$ cat src/rtl/reverse_complement_stack.sv
`default_nettype none
// ============================================================================
//  Module      : reverse_complement_stack
//  Description : Buffers an ASCII base segment in a LIFO and replays it
//                reversed and complemented (A<->T, G<->C).
//  Revision    : 1.0 - initial release
// ============================================================================
module reverse_complement_stack #(
    parameter int DEPTH  = 64,
    parameter int ADDR_W = 6
) (
    input  logic       clock,
    input  logic       reset,
    input  logic       in_valid,
    output logic       in_ready,
    input  logic [0:7] in_base,
    input  logic       in_last,
    output logic       out_valid,
    input  logic       out_ready,
    output logic [0:7] out_complement,
    output logic       out_last,
    output logic       out_error,
    output logic       overflow
);

    localparam logic [7:0]      c_idle_code = 8'h1F;
    localparam logic [7:0]      c_bad_code  = 8'hF1;
    localparam logic [ADDR_W:0] c_one       = (ADDR_W+1)'(1);
    localparam logic [ADDR_W:0] c_two       = (ADDR_W+1)'(2);
    localparam logic [ADDR_W:0] c_full_m1   = (ADDR_W+1)'(DEPTH - 1);

    typedef enum logic [0:0] {
        FILL  = 1'b0,
        DRAIN = 1'b1
    } state_t;

    state_t            state_q, state_d;
    logic [ADDR_W:0]   count_q, count_d;
    logic              overflow_q, overflow_d;
    logic              out_valid_q, out_valid_d;
    logic [7:0]        out_comp_q, out_comp_d;
    logic              out_last_q, out_last_d;
    logic              out_error_q, out_error_d;
    logic [7:0]        mem_q [DEPTH];

    logic              w_push;
    logic [ADDR_W-1:0] w_wr_idx;
    logic [ADDR_W-1:0] w_next_top_idx;
    logic [8:0]        w_comp_in;
    logic [8:0]        w_comp_mem;

    // Returns {error, complemented byte}.
    function automatic logic [8:0] complement(input logic [7:0] b);
        case (b)
            8'h41:   return {1'b0, 8'h54};
            8'h54:   return {1'b0, 8'h41};
            8'h47:   return {1'b0, 8'h43};
            8'h43:   return {1'b0, 8'h47};
            default: return {1'b1, c_bad_code};
        endcase
    endfunction

    assign in_ready       = (state_q == FILL) && !reset;
    assign out_valid      = out_valid_q;
    assign out_complement = out_comp_q;
    assign out_last       = out_last_q;
    assign out_error      = out_error_q;
    assign overflow       = overflow_q;

    assign w_wr_idx       = count_q[ADDR_W-1:0];
    // Entry that becomes the top after the current top is popped.
    assign w_next_top_idx = count_q[ADDR_W-1:0] - ADDR_W'(2);
    assign w_comp_in      = complement(in_base);
    assign w_comp_mem     = complement(mem_q[w_next_top_idx]);

    always_comb begin
        state_d     = state_q;
        count_d     = count_q;
        overflow_d  = overflow_q;
        out_valid_d = out_valid_q;
        out_comp_d  = out_comp_q;
        out_last_d  = out_last_q;
        out_error_d = out_error_q;
        w_push      = 1'b0;

        case (state_q)
            FILL: begin
                if (in_valid && in_ready) begin
                    w_push  = 1'b1;
                    count_d = count_q + c_one;
                    if (in_last || (count_q == c_full_m1)) begin
                        state_d     = DRAIN;
                        overflow_d  = overflow_q | !in_last;
                        // The just-accepted base is the new top; bypass the memory.
                        out_valid_d = 1'b1;
                        out_comp_d  = w_comp_in[7:0];
                        out_error_d = w_comp_in[8];
                        out_last_d  = (count_q == '0);
                    end
                end
            end
            DRAIN: begin
                if (out_ready) begin
                    count_d = count_q - c_one;
                    if (count_q == c_one) begin
                        state_d     = FILL;
                        out_valid_d = 1'b0;
                        out_comp_d  = c_idle_code;
                        out_error_d = 1'b0;
                        out_last_d  = 1'b0;
                    end else begin
                        out_comp_d  = w_comp_mem[7:0];
                        out_error_d = w_comp_mem[8];
                        out_last_d  = (count_q == c_two);
                    end
                end
            end
            default: begin
                state_d = FILL;
            end
        endcase
    end

    always_ff @(posedge clock) begin
        if (reset) begin
            state_q     <= FILL;
            count_q     <= '0;
            overflow_q  <= 1'b0;
            out_valid_q <= 1'b0;
            out_comp_q  <= c_idle_code;
            out_last_q  <= 1'b0;
            out_error_q <= 1'b0;
        end else begin
            state_q     <= state_d;
            count_q     <= count_d;
            overflow_q  <= overflow_d;
            out_valid_q <= out_valid_d;
            out_comp_q  <= out_comp_d;
            out_last_q  <= out_last_d;
            out_error_q <= out_error_d;
        end
    end

    always_ff @(posedge clock) begin
        if (w_push) begin
            mem_q[w_wr_idx] <= in_base;
        end
    end

endmodule
`default_nettype wire
$ cat config.mk
export PLATFORM = sky130hd
export DESIGN_NAME = reverse_complement_stack
export DESIGN_NICKNAME = d
export VERILOG_FILES = /design/src/rtl/reverse_complement_stack.sv
export SDC_FILE = /design/constraint.sdc
export NUM_CORES = 1
export LEC_CHECK = 0
export BUFFER_PORTS_ARGS = -buffer_cell sky130_fd_sc_hd__buf_2
export CAP_MARGIN = 20
export CORE_MARGIN = 2
export CORE_UTILIZATION = 60
export CTS_CLUSTER_SIZE = 40
export DETAILED_ROUTE_END_ITERATION = 10
export GPL_ROUTABILITY_DRIVEN = 0
export PLACE_DENSITY_LB_ADDON = 0.12
export SYNTH_ARGS = -nofsm -noshare
export SYNTH_HDL_FRONTEND = slang
export SYNTH_SLANG_ARGS = --single-unit
$ cat constraint.sdc
create_clock -name clock -period 4.4 [get_ports clock]
set_input_delay 0.44 -clock clock [delete_from_list [all_inputs] [get_ports clock]]
set_output_delay 0.44 -clock clock [all_outputs]
set_load 0.02 [all_outputs]
# --- Yosys cells after proc, flatten, opt, wreduce, memory -nomap -nowiden ---
# Memories as Yosys holds them, arrays and structs flattened.
# Index checks and enable logic that the tools add are counted.
word_totals:
  in_bits: 13
  ramBits: 512
  memories: 1
  reg_bits: 20
  output_inout_bits: 13
memory_table:
  columns: ["memory", "depth", "word_bits", "read_ports", "rd_clocked_by_memory_dff", "wr", "line_no", "text"]
  rows:
  - ["mem_q", 64, 8, 1, 0, 1, "44", "logic [7:0] mem_q [DEPTH];"]
op_classes:
  bitwise: 2
  add_sub_neg: 3
  reduce_logical: 10
  muxes: 34
  eq_ne: 15
ops:
  columns: ["operator", "n"]
  rows:
  - ["9-bit one-hot mux with 4 select lines", 2]
  - ["8-bit by 7-bit == test with 1-bit output, second input constant", 8]
  - ["8-bit 2-to-1 mux", 4]
  - ["1-bit 2-to-1 mux", 20]
  - ["8-bit one-hot mux with 2 select lines", 1]
  - ["7-bit 2-to-1 mux", 2]
  - ["7-bit one-hot mux with 2 select lines", 1]
  - ["1-bit one-hot mux with 2 select lines", 4]
  - ["7-bit by 1-bit adder with 7-bit output, second input constant", 1]
  - ["7-bit by 1-bit == test with 1-bit output, second input constant", 1]
  - ["7-bit by 2-bit == test with 1-bit output, second input constant", 1]
  - ["7-bit by 6-bit == test with 1-bit output, second input constant", 1]
  - ["7-bit logical NOT", 1]
  - ["7-bit by 1-bit subtractor with 7-bit output, second input constant", 1]
  - ["2-bit by 1-bit inequality test with 1-bit output, second input constant", 3]
  - ["3-bit AND reduction", 2]
  - ["6-bit by 2-bit subtractor with 6-bit output, second input constant", 1]
  - ["4-bit AND reduction", 1]
  - ["1-bit logical AND", 2]
  - ["1-bit logical NOT", 2]
  - ["2-bit inequality test, second input constant", 1]
  - ["2-bit AND reduction", 1]
  - ["1-bit logical OR", 1]
  - ["1-bit NOT", 1]
  - ["1-bit bitwise OR", 1]

# --- Depth between registers and ports, before layout ---
# Gate-level depths: netlist of run 1.
logic_depth:
  depth_word: 7
  depth_mapped: 17
  ltp_nobuf: 10

# --- Least setup slack after synthesis of run 1 ---
# OpenSTA, ideal clock, no wires.
synth_path:
  path_type: "register -> register"
  from: "register count_q[1]"
  to: "register out_comp_q[5] (netlist: out_complement[2])"
  path_stages_with_launch: 17
  required_time_ns: 4.314
  setup_slack_ns: 0.726
  n_path_buf: 6
  arrival_time_ns: 3.588
  cell_sequence: "dfxtp_1 -> buf_6 -> buf_4 -> inv_1 -> clkbuf_1 -> ha_1 -> buf_2 -> xor2_1 -> buf_4 -> buf_4 -> mux4_2 -> mux2_2 -> o21ai_0 -> o31ai_1 -> or3_1 -> mux2i_1 -> a211oi_1"
synth_between:
  elab_chain_cells: 7
  word_cells_on_any_way: 15
  cone_classes: "add/sub: 1; eq/ne: 7; mux: 4; reduce/logical: 2; memory: 1"
synth_lines:
  columns: ["item", "line_no", "text"]
  rows:
  - ["start: declaration", "38", "logic [ADDR_W:0] count_q, count_d;"]
  - ["start signal: assignment", "135", "count_q <= count_d;"]
  - ["6-bit by 2-bit subtractor with 6-bit output", "72", "assign w_next_top_idx = count_q[ADDR_W-1:0] - ADDR_W'(2);"]
  - ["memory 64 x 8 bit", null, null]
  - ["8-bit by 7-bit == test with 1-bit output", "54", "case (b)"]
  - ["9-bit one-hot mux with 4 select lines", "54", null]
  - ["8-bit 2-to-1 mux", "105", "if (count_q == c_one) begin"]
  - ["8-bit 2-to-1 mux", "103", "if (out_ready) begin"]
  - ["8-bit one-hot mux with 2 select lines", "86", "case (state_q)"]
  - ["end signal: assignment", "130", "out_comp_q <= c_idle_code;"]
  - ["end signal: assignment", "138", "out_comp_q <= out_comp_d;"]
  - ["end: declaration", "41", "logic [7:0] out_comp_q, out_comp_d;"]
# Several ways; a longest one is shown, not always the timed one. The select of a mux whose other input is x is not followed.
# A chain may end at the register's enable or synchronous reset.

# --- Worst setup path after layout of run 1 ---
layout_path:
  from: "register count_q[0]"
  to: "register out_comp_q[0] (netlist: out_complement[7])"
# The elaborated chain is that of the path after synthesis.

==> results.yml, run 1 <==
status:
  outcome: "completed"
run:
  drv_cap: 0
placement:
  dp_hpwl_microns: 30600
  placed_area_sq_mm: 0.0218
  place_inst: 1640
  port_buffers: 25
logic_synthesis:
  synth_edf_count: 512
  syn_area_sq_mm: 0.0213
  async_flop_share_pct: 0
  syn_inst: 1191
  yosysSeqAreaShare_pct: 74.0
  synth_cell_types: 74
  synth_fp_nets: 1214
  yosysWarnings: 0
  synthFlopType: "edfxtp_1"
  syn_avg_cell_area_sq_um: 17.8
  synth_seq_cells: 530
grt:
  grt_pass1_wl_microns: 71800
  first_global_vias: 10918
  antenna_found_initial: 2
  grt_usage_pct: 27.5
  grt-ovfl-total: 0
  grt_max_degree: 112
power_and_ir_drop:
  clock_power_share_pct: 41.0
  p_int_mw: 8.71
  pwr-share-seq_pct: 49.9
  cellPowerDensity_mw_per_mm2: 474
  switching_share_pct: 22.2
  p_leak_nw: 7.50
  p_switching_mw: 2.48
  combPwrFrac_pct: 9.1
  peakVddDrop_uv: 377
layout:
  finalNonFillerCells: 1732
  fin_nets: 1261
  area_growth_pct: 11.0
  fin_util_pct: 68.0
  n_antenna_cell: 0
  drive_gt1_share_pct: 18.9
  design_area_sq_mm: 0.0236
clock_tree:
  htree_levels: 2
  cts_resized: 0
  cts-root-buf: "clkbuf_16"
  insertion_delay_ns: 0.59
  clock_path_buffers: 3
  path_clk_slew_ns: 0.06
  cts_tree: "built"
  cts_inserted_buffers: 51
  holdBufCountCts: 0
  post_cts_buffers: 0
  clkSinkCount: 530
timing:
  hold_viol: 0
  max_freq_mhz: 289
  period_needed_ns: 3.46
  final.setup.tns_ns: 0
  skew_ns: 0.0158
  fin_crit_sh_pct: 78.7
  relSlewSlack_pct: 35.5
  drv_slew: 0
  rsz0062_at_grt: "no"
  tightest_slew_ns: 0.964
  setup_viol: 0
critical_path:
  crit_path_max_incr_delay_ns: 0.70
  crit_family: "simple AND/OR/NAND/NOR gates"
  cpMaxStageDelayCell: "dfxtp_4"
  crit_fanout: 36
  crit_required_ns: 4.85
  start_kind: "register"
  path_cells: "clkinv_1, nor2_1, buf_4, a221oi_1, o21a_1, a31oi_1, nand4bb_1, nor3b_2, a31oi_1"
  arrival_ns: 3.91
  cp_common_cell: "a31oi_1"
  endpoint_kind: "register"
  crit_buf_inv: 2
  worstSetupPathType: "register to register"
die:
  ios: 26
  die_h_microns: 192
  start_util_pct: 61.2
  die_area_sq_mm: 0.0369
  fp.coreArea_sq_mm: 0.0347
  fp.dieW_microns: 192
  rows: 68
detailed_routing:
  avgViaCountPerCell: 6.48
  drcViolationCount: 0
  route.vias.total: 11216
  drtPass1Iterations: 5
  drt_iter0_drc: 1088
  drt-wirelength-per-cell_microns: 28.2
  ant_nets: 0
  routed_wl_microns: 48800
min_path:
  hold_class: "primary input to register"
## cells by family (layout without fill, tap and decap cells)
| family | after synthesis | after routing | synth area share, % |
|---|---|---|---|
| flops | 530 | 530 | 74.0 |
| simple gates | 298 | 298 | 6.60 |
| compound gates | 131 | 131 | 4.74 |
| mux | 130 | 130 | 11.3 |
| buf+inv | 81 | 167 | 2.24 |
| xor+xnor | 11 | 11 | 0.489 |
| fa+ha+maj | 10 | 10 | 0.589 |
## power by group through the flow
stage	logic, mW	registers (mW)	clock network (mW)
floorplan	0.669	5.67	0
global placement	1.00	5.69	0
detailed placement	1.01	5.69	0
CTS	1.02	5.58	4.63
global route	1.08	5.58	4.84
finish	1.02	5.58	4.59
## state kept, by name, summed over array words and instances (netlist names)
signal / cells
mem_q: 512
count_q: 7
out_complement: 7
out_last: 1
out_valid: 1
overflow: 1
state_q: 1
## metrics by stage
step | hold WS (ns) | total power [mW] | setup WS (ns)
finish | 0.149 | 11.2 | 0.936
global route | 0.194 | 11.5 | 0.792
detailed placement | 0.436 | 6.70 | 1.01
floorplan | 0.503 | 6.34 | 0.726
global placement | 0.429 | 6.69 | 0.984
CTS | 0.125 | 11.2 | 0.987
## synth_stat cells, types with 3 or more instances
cell	number	area [sq um]
nor2b_1	21	131
buf_2	12	60.1
mux4_1	9	236
xor2_1	4	35.0
ha_1	10	125
o221ai_1	11	96.3
and2_1	5	31.3
clkbuf_1	11	41.3
nor2_1	117	439
a31o_2	3	26.3
edfxtp_1	512	15400
buf_4	20	150
nand3_1	11	55.1
or3_1	4	25.0
nand3b_1	5	37.5
dfxtp_1	18	360
a221oi_1	9	78.8
nor4_1	3	18.8
o21ai_0	17	85.1
mux2_2	13	146
buf_6	8	90.1
nand2b_1	8	50.1
mux2i_1	33	330
o22ai_1	11	68.8
a211oi_1	9	67.6
buf_1	5	18.8
o211ai_1	3	22.5
inv_1	21	78.8
or2_2	4	25.0
a31oi_1	6	37.5
and3_1	3	18.8
xnor2_1	6	52.6
o32ai_1	16	140
o31ai_1	6	45.0
mux4_2	75	1690
a21oi_1	11	55.1
nor3_1	12	60.1
nand2_1	78	293
nor3b_1	14	105
## metal layers
metal / vias to the layer above / part of all wire [%] / track usage (%)
met3: 116 / 8.5 / 5.13
met1: 5718 / 42 / 40.9
met4: 0 / 3.6 / 11.2
li1: 4854 / - / -
met5: - / 0 / 0
met2: 528 / 46 / 40.7
## layout make-up
| type | count | area, sq um |
|---|---|---|
| Clock inverter | 33 | 415 |
| Clock buffer | 59 | 1350 |
| Tap cell | 455 | 569 |
| Timing Repair Buffer | 52 | 365 |
| Fill cell | 2242 | 11100 |
| Sequential cell | 530 | 15700 |
| Multi-Input combinational cell | 580 | 5070 |
| Inverter | 23 | 86.3 |
## path summary, 6_finish.rpt
kind	to	slack [ns]	from	cells past startpoint
min	overflow	0.15	in_last	4
max reg2reg	out_complement[7]	0.94	count_q[0]	9
max	out_complement[7]	0.94	count_q[0]	9
min reg2reg	out_complement[4]	0.45	out_complement[4]	2
## cells in the final DEF, fill, tap and decap left out, drive strengths merged, types with 18 or more instances in the layout
cell / synthesis / layout
edfxtp: 512 / 512
nor2: 117 / 117
mux4: 84 / 84
nand2: 79 / 79
clkbuf: 11 / 59
buf: 47 / 52
mux2i: 33 / 33
inv: 22 / 22
nor2b: 21 / 21
clkinv: 1 / 21
dfxtp: 18 / 18
## worst reg2reg max path: stages (launching register included)
cell and delay, ns:
dfxtp_4 0.70, clkinv_1 0.53, nor2_1 0.49, buf_4 0.28
a221oi_1 0.18, o21a_1 0.27, a31oi_1 0.24, nand4bb_1 0.25
nor3b_2 0.27, a31oi_1 0.12
(Power assumes the default switching activity.)
==> run 2: changes to the inputs <==
--- a/config.mk
+++ b/config.mk
@@ -5,10 +5,11 @@
 export SDC_FILE = /design/constraint.sdc
 export NUM_CORES = 1
 export LEC_CHECK = 0
+export ABC_AREA = 1
 export BUFFER_PORTS_ARGS = -buffer_cell sky130_fd_sc_hd__buf_2
 export CAP_MARGIN = 20
 export CORE_MARGIN = 2
-export CORE_UTILIZATION = 60
+export CORE_UTILIZATION = 57
 export CTS_CLUSTER_SIZE = 40
 export DETAILED_ROUTE_END_ITERATION = 10
 export GPL_ROUTABILITY_DRIVEN = 0
==> constraint.sdc (replaced) <==
create_clock -name clock -period 2.9 [get_ports clock]
set_input_delay 0.29 -clock clock [delete_from_list [all_inputs] [get_ports clock]]
set_output_delay 0.29 -clock clock [all_outputs]
set_load 0.02 [all_outputs]
==> run 2 against run 1 <==
Compared with the run above:
- combinational power increased by 82%
- final cell count increased by 53%
- fmax increased by 24%
- critical path type unchanged
- largest cell class unchanged
- largest power group unchanged
==> results.yml, run 2 <==
logic_synthesis:
  synth_fp_nets: 1996
  yosysWarnings: 0
  synth_top_family_by_area: "simple AND/OR/NAND/NOR gates"
  syn_inst: 1973
  yosysTopAreaCellShare_pct: 69.3
  synth.area.top_cells: "edfxtp_1 69%, nand2_1 8.5%, nand3_1 6.4%"
  synthFlopType: "edfxtp_1"
  synth_compound_area_share_pct: 2.63
  yosysSeqAreaShare_pct: 70.9
  synthTopCellsByCount: "512 x edfxtp_1, 500 x nand2_1, 285 x nand3_1"
  yosysTopAreaCell: "edfxtp_1"
  synth_simple_gate_area_share_pct: 20.7
  synth.most_common_cell: "edfxtp_1"
  synth_xor_area_share_pct: 0.310
  synth_cell_types: 33
  syn_avg_cell_area_sq_um: 11.2
  synth_seq_cells: 530
  synth_adder_area_share_pct: 0.564
  syn_area_sq_mm: 0.0222
  async_flop_share_pct: 0
  synth_mux_area_share_pct: 0
  synth_edf_count: 512
die:
  start_util_pct: 57.6
  ios: 26
  fp.dieW_microns: 201
  rows: 72
  fp.coreArea_sq_mm: 0.0386
  die_h_microns: 201
  die_area_sq_mm: 0.0405
timing:
  final.setup.tns_ns: 0
  drv_slew: 0
  skew_ns: 0.0171
  relSlewSlack_pct: 41.8
  fin_crit_sh_pct: 96.2
  setup_slack_ns: 0.109
  setup_viol: 0
  hold_viol: 0
  rsz0062_at_grt: "no"
  max_freq_mhz: 358
  tightest_slew_ns: 0.873
  period_needed_ns: 2.79
detailed_routing:
  route.vias.total: 14886
  ant_nets: 0
  drtPass1Iterations: 5
  avgViaCountPerCell: 5.63
  drt_iter0_drc: 1698
  drcViolationCount: 0
  drt-wirelength-per-cell_microns: 21.2
  routed_wl_microns: 56100
grt:
  grt-ovfl-total: 0
  grt_usage_pct: 28.0
  first_global_vias: 14170
  grt_pass1_wl_microns: 85800
  grt_max_degree: 88
  antenna_found_initial: 0
power_and_ir_drop:
  peakVddDrop_uv: 627
  p_leak_nw: 9.75
  cellPowerDensity_mw_per_mm2: 676
  p_total_mw: 17.2
critical_path:
  start_kind: "register"
  crit_fanout: 49
  worstSetupPathType: "register to register"
  arrival_ns: 3.29
  cp_common_cell: "nand3_1"
  endpoint_kind: "register"
  cpMaxStageDelayCell: "ha_2"
  crit_family: "simple AND/OR/NAND/NOR gates"
  crit_path_max_incr_delay_ns: 0.34
  crit_buf_inv: 5
  crit_required_ns: 3.40
  path_cells: "inv_1, ha_2, inv_2, buf_12, nand3_1, nand3_1, nand3_1, nand3_1, nand2_1, nor2_1, nand2_1, nor2_1, buf_4, buf_4, nor2_1, nand2_1, a21oi_1"
layout:
  design_area_sq_mm: 0.0254
  area_growth_pct: 14.6
  drive_gt1_share_pct: 11.8
  nFillCells: 2969
  fin_util_pct: 66.0
  n_antenna_cell: 0
  layout.cells.most_common: "edfxtp_1"
  final-seq-area_sq_mm: 0.0157
  largest_reg_flops: 512
  multi_input_area_sq_mm: 0.00538
  final_cell_mix: "512 x edfxtp_1, 500 x nand2_1, 285 x nand3_1"
  fin_nets: 2107
  largest_register: "mem_q"
clock_tree:
  insertion_delay_ns: 0.61
  cts_tree: "built"
  cts-root-buf: "clkbuf_16"
  post_cts_buffers: 0
  clock_path_buffers: 3
  path_clk_slew_ns: 0.06
  clkSinkCount: 530
  cts_inserted_buffers: 53
  htree_levels: 2
run:
  drv_cap: 0
min_path:
  hold_class: "primary input to register"
placement:
  pre_cts_ws_ns: 0.153
  dp_hpwl_microns: 33800
  placed_area_sq_mm: 0.0236
  port_buffers: 25
status:
  outcome: "completed"
[run 2: changes by cell type after synthesis, moves of 12 or more]
cell,before,now
nor2_1,117,227
inv_1,21,137
nand3b_1,5,44
o32ai_1,16,0
nand2_1,78,500
nor3b_1,14,0
mux2_2,13,0
mux2i_1,33,0
nand3_1,11,285
nor2b_1,21,0
o21ai_1,0,12
o21ai_0,17,72
buf_2,12,55
mux4_2,75,0
[run 2: final cells by class]
type,instances,share of cell area [%]
multi-input cells,1200,21.1
clock buffers,64,5.54
clock inverters,32,1.31
flip-flops and latches,530,61.9
inverters,143,2.14
well taps,518,2.55
repair buffers,156,5.43
[run 2: worst paths after layout]
kind	endpoint	cells past startpoint	slack (ns)	from
min reg2reg	out_complement[4]	2	0.45	out_complement[4]
max	out_complement[2]	17	0.11	count_q[2]
min	mem_q[42][5]	1	0.07	in_base[2]
max reg2reg	out_complement[2]	17	0.11	count_q[2]
[run 2: metrics by stage]
stage                     hold slack (ns)  instances
after floorplan                     0.389       1973
after global placement              0.433       2541
after detailed placement            0.437       2541
after CTS                          0.0600       2641
after global routing               0.0544       2643
final                              0.0744       2643
[run 2: what timing repair did]
action | 4_1_cts | 5_1_grt
hold endpoints to repair | 5 | 0
hold buffers | 4 | 0
endpoints found under the setup margin | 0 | 2
resized for setup | 0 | 4
[run 2: worst register-to-register path, stage by stage, from the launching register on]
cell,delay (ns)
dfxtp_1,0.31
inv_1,0.11
ha_2,0.34
inv_2,0.10
buf_12,0.24
nand3_1,0.24
nand3_1,0.16
nand3_1,0.17
nand3_1,0.17
nand2_1,0.12
nor2_1,0.14
nand2_1,0.07
nor2_1,0.12
buf_4,0.13
buf_4,0.09
nor2_1,0.03
nand2_1,0.07
a21oi_1,0.07
[run 2: cell families (layout without fill, tap and decap cells)]
logic type      Yosys count  in the layout
xor+xnor                  4              4
buf+inv                 243            395
compound gates          113            113
fa+ha+maj                10             10
flops                   530            530
simple gates           1073           1073
[run 2: layer usage]
metal / up-vias / GRT usage [%] / part of all wire [%]
met4: 0 / 9.11 / 2.9
met1: 7201 / 40.2 / 41
met5: - / 0 / 0
li1: 6955 / - / -
met3: 118 / 4.39 / 8.0
met2: 612 / 44.4 / 48
[run 2: power breakdown]
group / internal (mW) / total [mW] / switching, mW
combinational: 0.554 / 1.86 / 1.30
sequential: 8.42 / 8.44 / 0.0239
clock: 3.99 / 6.89 / 2.90
total: 13.0 / 17.2 / 4.22
==> run 3: changes to the inputs <==
--- a/config.mk
+++ b/config.mk
@@ -7,9 +7,8 @@
 export LEC_CHECK = 0
 export ABC_AREA = 1
 export BUFFER_PORTS_ARGS = -buffer_cell sky130_fd_sc_hd__buf_2
-export CAP_MARGIN = 20
-export CORE_MARGIN = 2
-export CORE_UTILIZATION = 57
+export CORE_MARGIN = 8
+export CORE_UTILIZATION = 50
 export CTS_CLUSTER_SIZE = 40
 export DETAILED_ROUTE_END_ITERATION = 10
 export GPL_ROUTABILITY_DRIVEN = 0
==> run 3 against run 2 <==
Compared with the run above:
- setup slack improved by 0.088 ns
- register-to-register slack better by 0.09 ns
- clock power is 7.3% lower
- global-route usage fell by 5.5 points
- hold slack got worse by 0.015 ns
- sequential power about the same
- final cell count is 3.3% higher
- highest routed layer unchanged
==> results.yml, run 3 (synthesis results as in run 2) <==
placement:
  pre_cts_ws_ns: 0.184
  port_buffers: 25
  place_inst: 2626
  placed_area_sq_mm: 0.0237
  dp_hpwl_microns: 35300
timing:
  period_needed_ns: 2.70
  rsz0062_at_grt: "no"
  drv_slew: 0
  max_freq_mhz: 370
  fin_crit_sh_pct: 93.2
  relSlewSlack_pct: 43.3
  final.setup.tns_ns: 0
  tightest_slew_ns: 0.850
  hold_viol: 0
  setup_slack_ns: 0.197
  skew_ns: 0.0203
  setup_viol: 0
power_and_ir_drop:
  peakVddDrop_uv: 529
  combPwrFrac_pct: 11.2
  p_int_mw: 12.6
  cellPowerDensity_mw_per_mm2: 655
  clock_power_share_pct: 38.3
  switching_share_pct: 24.5
  p_switching_mw: 4.10
  p_leak_nw: 9.71
  pwr-share-seq_pct: 50.6
min_path:
  hold_class: "primary input to register"
clock_tree:
  clock_path_buffers: 3
  clkSinkCount: 530
  cts-root-buf: "clkbuf_16"
  path_clk_slew_ns: 0.06
  cts_inserted_buffers: 54
  htree_levels: 2
  cts_tree: "built"
  insertion_delay_ns: 0.60
die:
  die_h_microns: 227
  fp.dieW_microns: 227
  die_area_sq_mm: 0.0514
  fp.coreArea_sq_mm: 0.0440
  start_util_pct: 50.4
  ios: 26
  rows: 77
critical_path:
  worstSetupPathType: "register to register"
  crit_fanout: 81
  ff2ff_setup_slack_ns: 0.20
  endpoint_kind: "register"
  arrival_ns: 3.19
  crit_required_ns: 3.39
  start_kind: "register"
grt:
  grt-ovfl-total: 0
  first_global_vias: 14261
  antenna_found_initial: 2
  grt_pass1_wl_microns: 87000
  grt_usage_pct: 22.5
  grt_max_degree: 88
run:
  drv_cap: 0
status:
  outcome: "completed"
layout:
  multi_input_area_sq_mm: 0.00541
  largest_reg_flops: 512
  area_growth_pct: 14.9
  layout.cells.most_common: "edfxtp_1"
  fin_nets: 2122
  fin_util_pct: 57.9
  largest_register: "mem_q"
  nFillCells: 3698
  final_cell_mix: "512 x edfxtp_1, 500 x nand2_1, 283 x nand3_1"
  final-seq-area_sq_mm: 0.0157
  design_area_sq_mm: 0.0255
  finalNonFillerCells: 2730
  drive_gt1_share_pct: 11.7
detailed_routing:
  ant_nets: 0
  drcViolationCount: 0
  drt-wirelength-per-cell_microns: 21.4
  drtPass1Iterations: 6
  routed_wl_microns: 58400
  avgViaCountPerCell: 5.48
  route.vias.total: 14961
  drt_iter0_drc: 1515
-- run 3: cell count changes in the layout (fill, tap and decap cells not counted), moves of 4 or more --
cell	before	now
buf_12	13	9
buf_4	108	123
bufinv_16	6	1
clkbuf_1	8	19
clkinv_2	11	2
-- run 3: timing repair --
action                     CTS  global route
setup buffers                0             2
gates resized for setup      0            18
hold buffers                 4             0
setup endpoints to repair    0             7
hold endpoints to repair     2             0
-- run 3: final timing paths --
path,startpoint,end,cells past startpoint
min,reset,out_complement[7],3
max reg2reg,count_q[1],out_complement[3],19
max,count_q[1],out_complement[3],19
min reg2reg,out_complement[4],out_complement[4],2
-- run 3: per-stage QoR --
step / total power [mW] / hold slack (ns)
6_report: 16.7 / 0.0597
5_1_grt: 17.2 / 0.0651
4_1_cts: 16.7 / 0.00673
3_5_place_dp: 10.4 / 0.436
3_3_place_gp: 10.4 / 0.433
2_1_floorplan: 9.66 / 0.389
-- run 3: per-layer routing --
metal	wire, microns	track usage (%)	up-vias
li1	-	-	6990
met1	24900	31.4	7257
met2	26900	35.0	584
met3	4560	3.97	130
met4	2110	8.64	0
met5	0	0	-
-- run 3: critical path: stages (launching register included) --
cell     delay [ns]
dfxtp_4        0.38
inv_4          0.09
buf_4          0.13
buf_12         0.31
nor2_1         0.10
o21ai_1        0.21
nand3_1        0.13
nand3_1        0.10
nand3_1        0.11
nand3_1        0.16
nand2_1        0.10
nor2_2         0.12
nand2_2        0.08
nor2_2         0.09
buf_4          0.13
inv_2          0.03
nand2_1        0.05
nand2_1        0.05
nand2_1        0.05
nand2_1        0.05
-- run 3: power groups by stage --
stage / Sequential, mW / Combinational [mW] / Clock (mW)
5_1_grt: 8.44 / 2.03 / 6.75
3_5_place_dp: 8.60 / 1.78 / 0
6_report: 8.44 / 1.87 / 6.39
2_1_floorplan: 8.61 / 1.05 / 0
4_1_cts: 8.44 / 1.79 / 6.48
3_3_place_gp: 8.60 / 1.78 / 0
-- run 3: cell type report --
cell class	instances	area share, %
timing repair buffer	170	5.73
sequential	530	61.8
clock inverter	16	0.368
clock buffer	77	5.84
tap	592	2.91
multi-input combinational	1200	21.2
antenna	2	0.0196
inverter	143	2.16
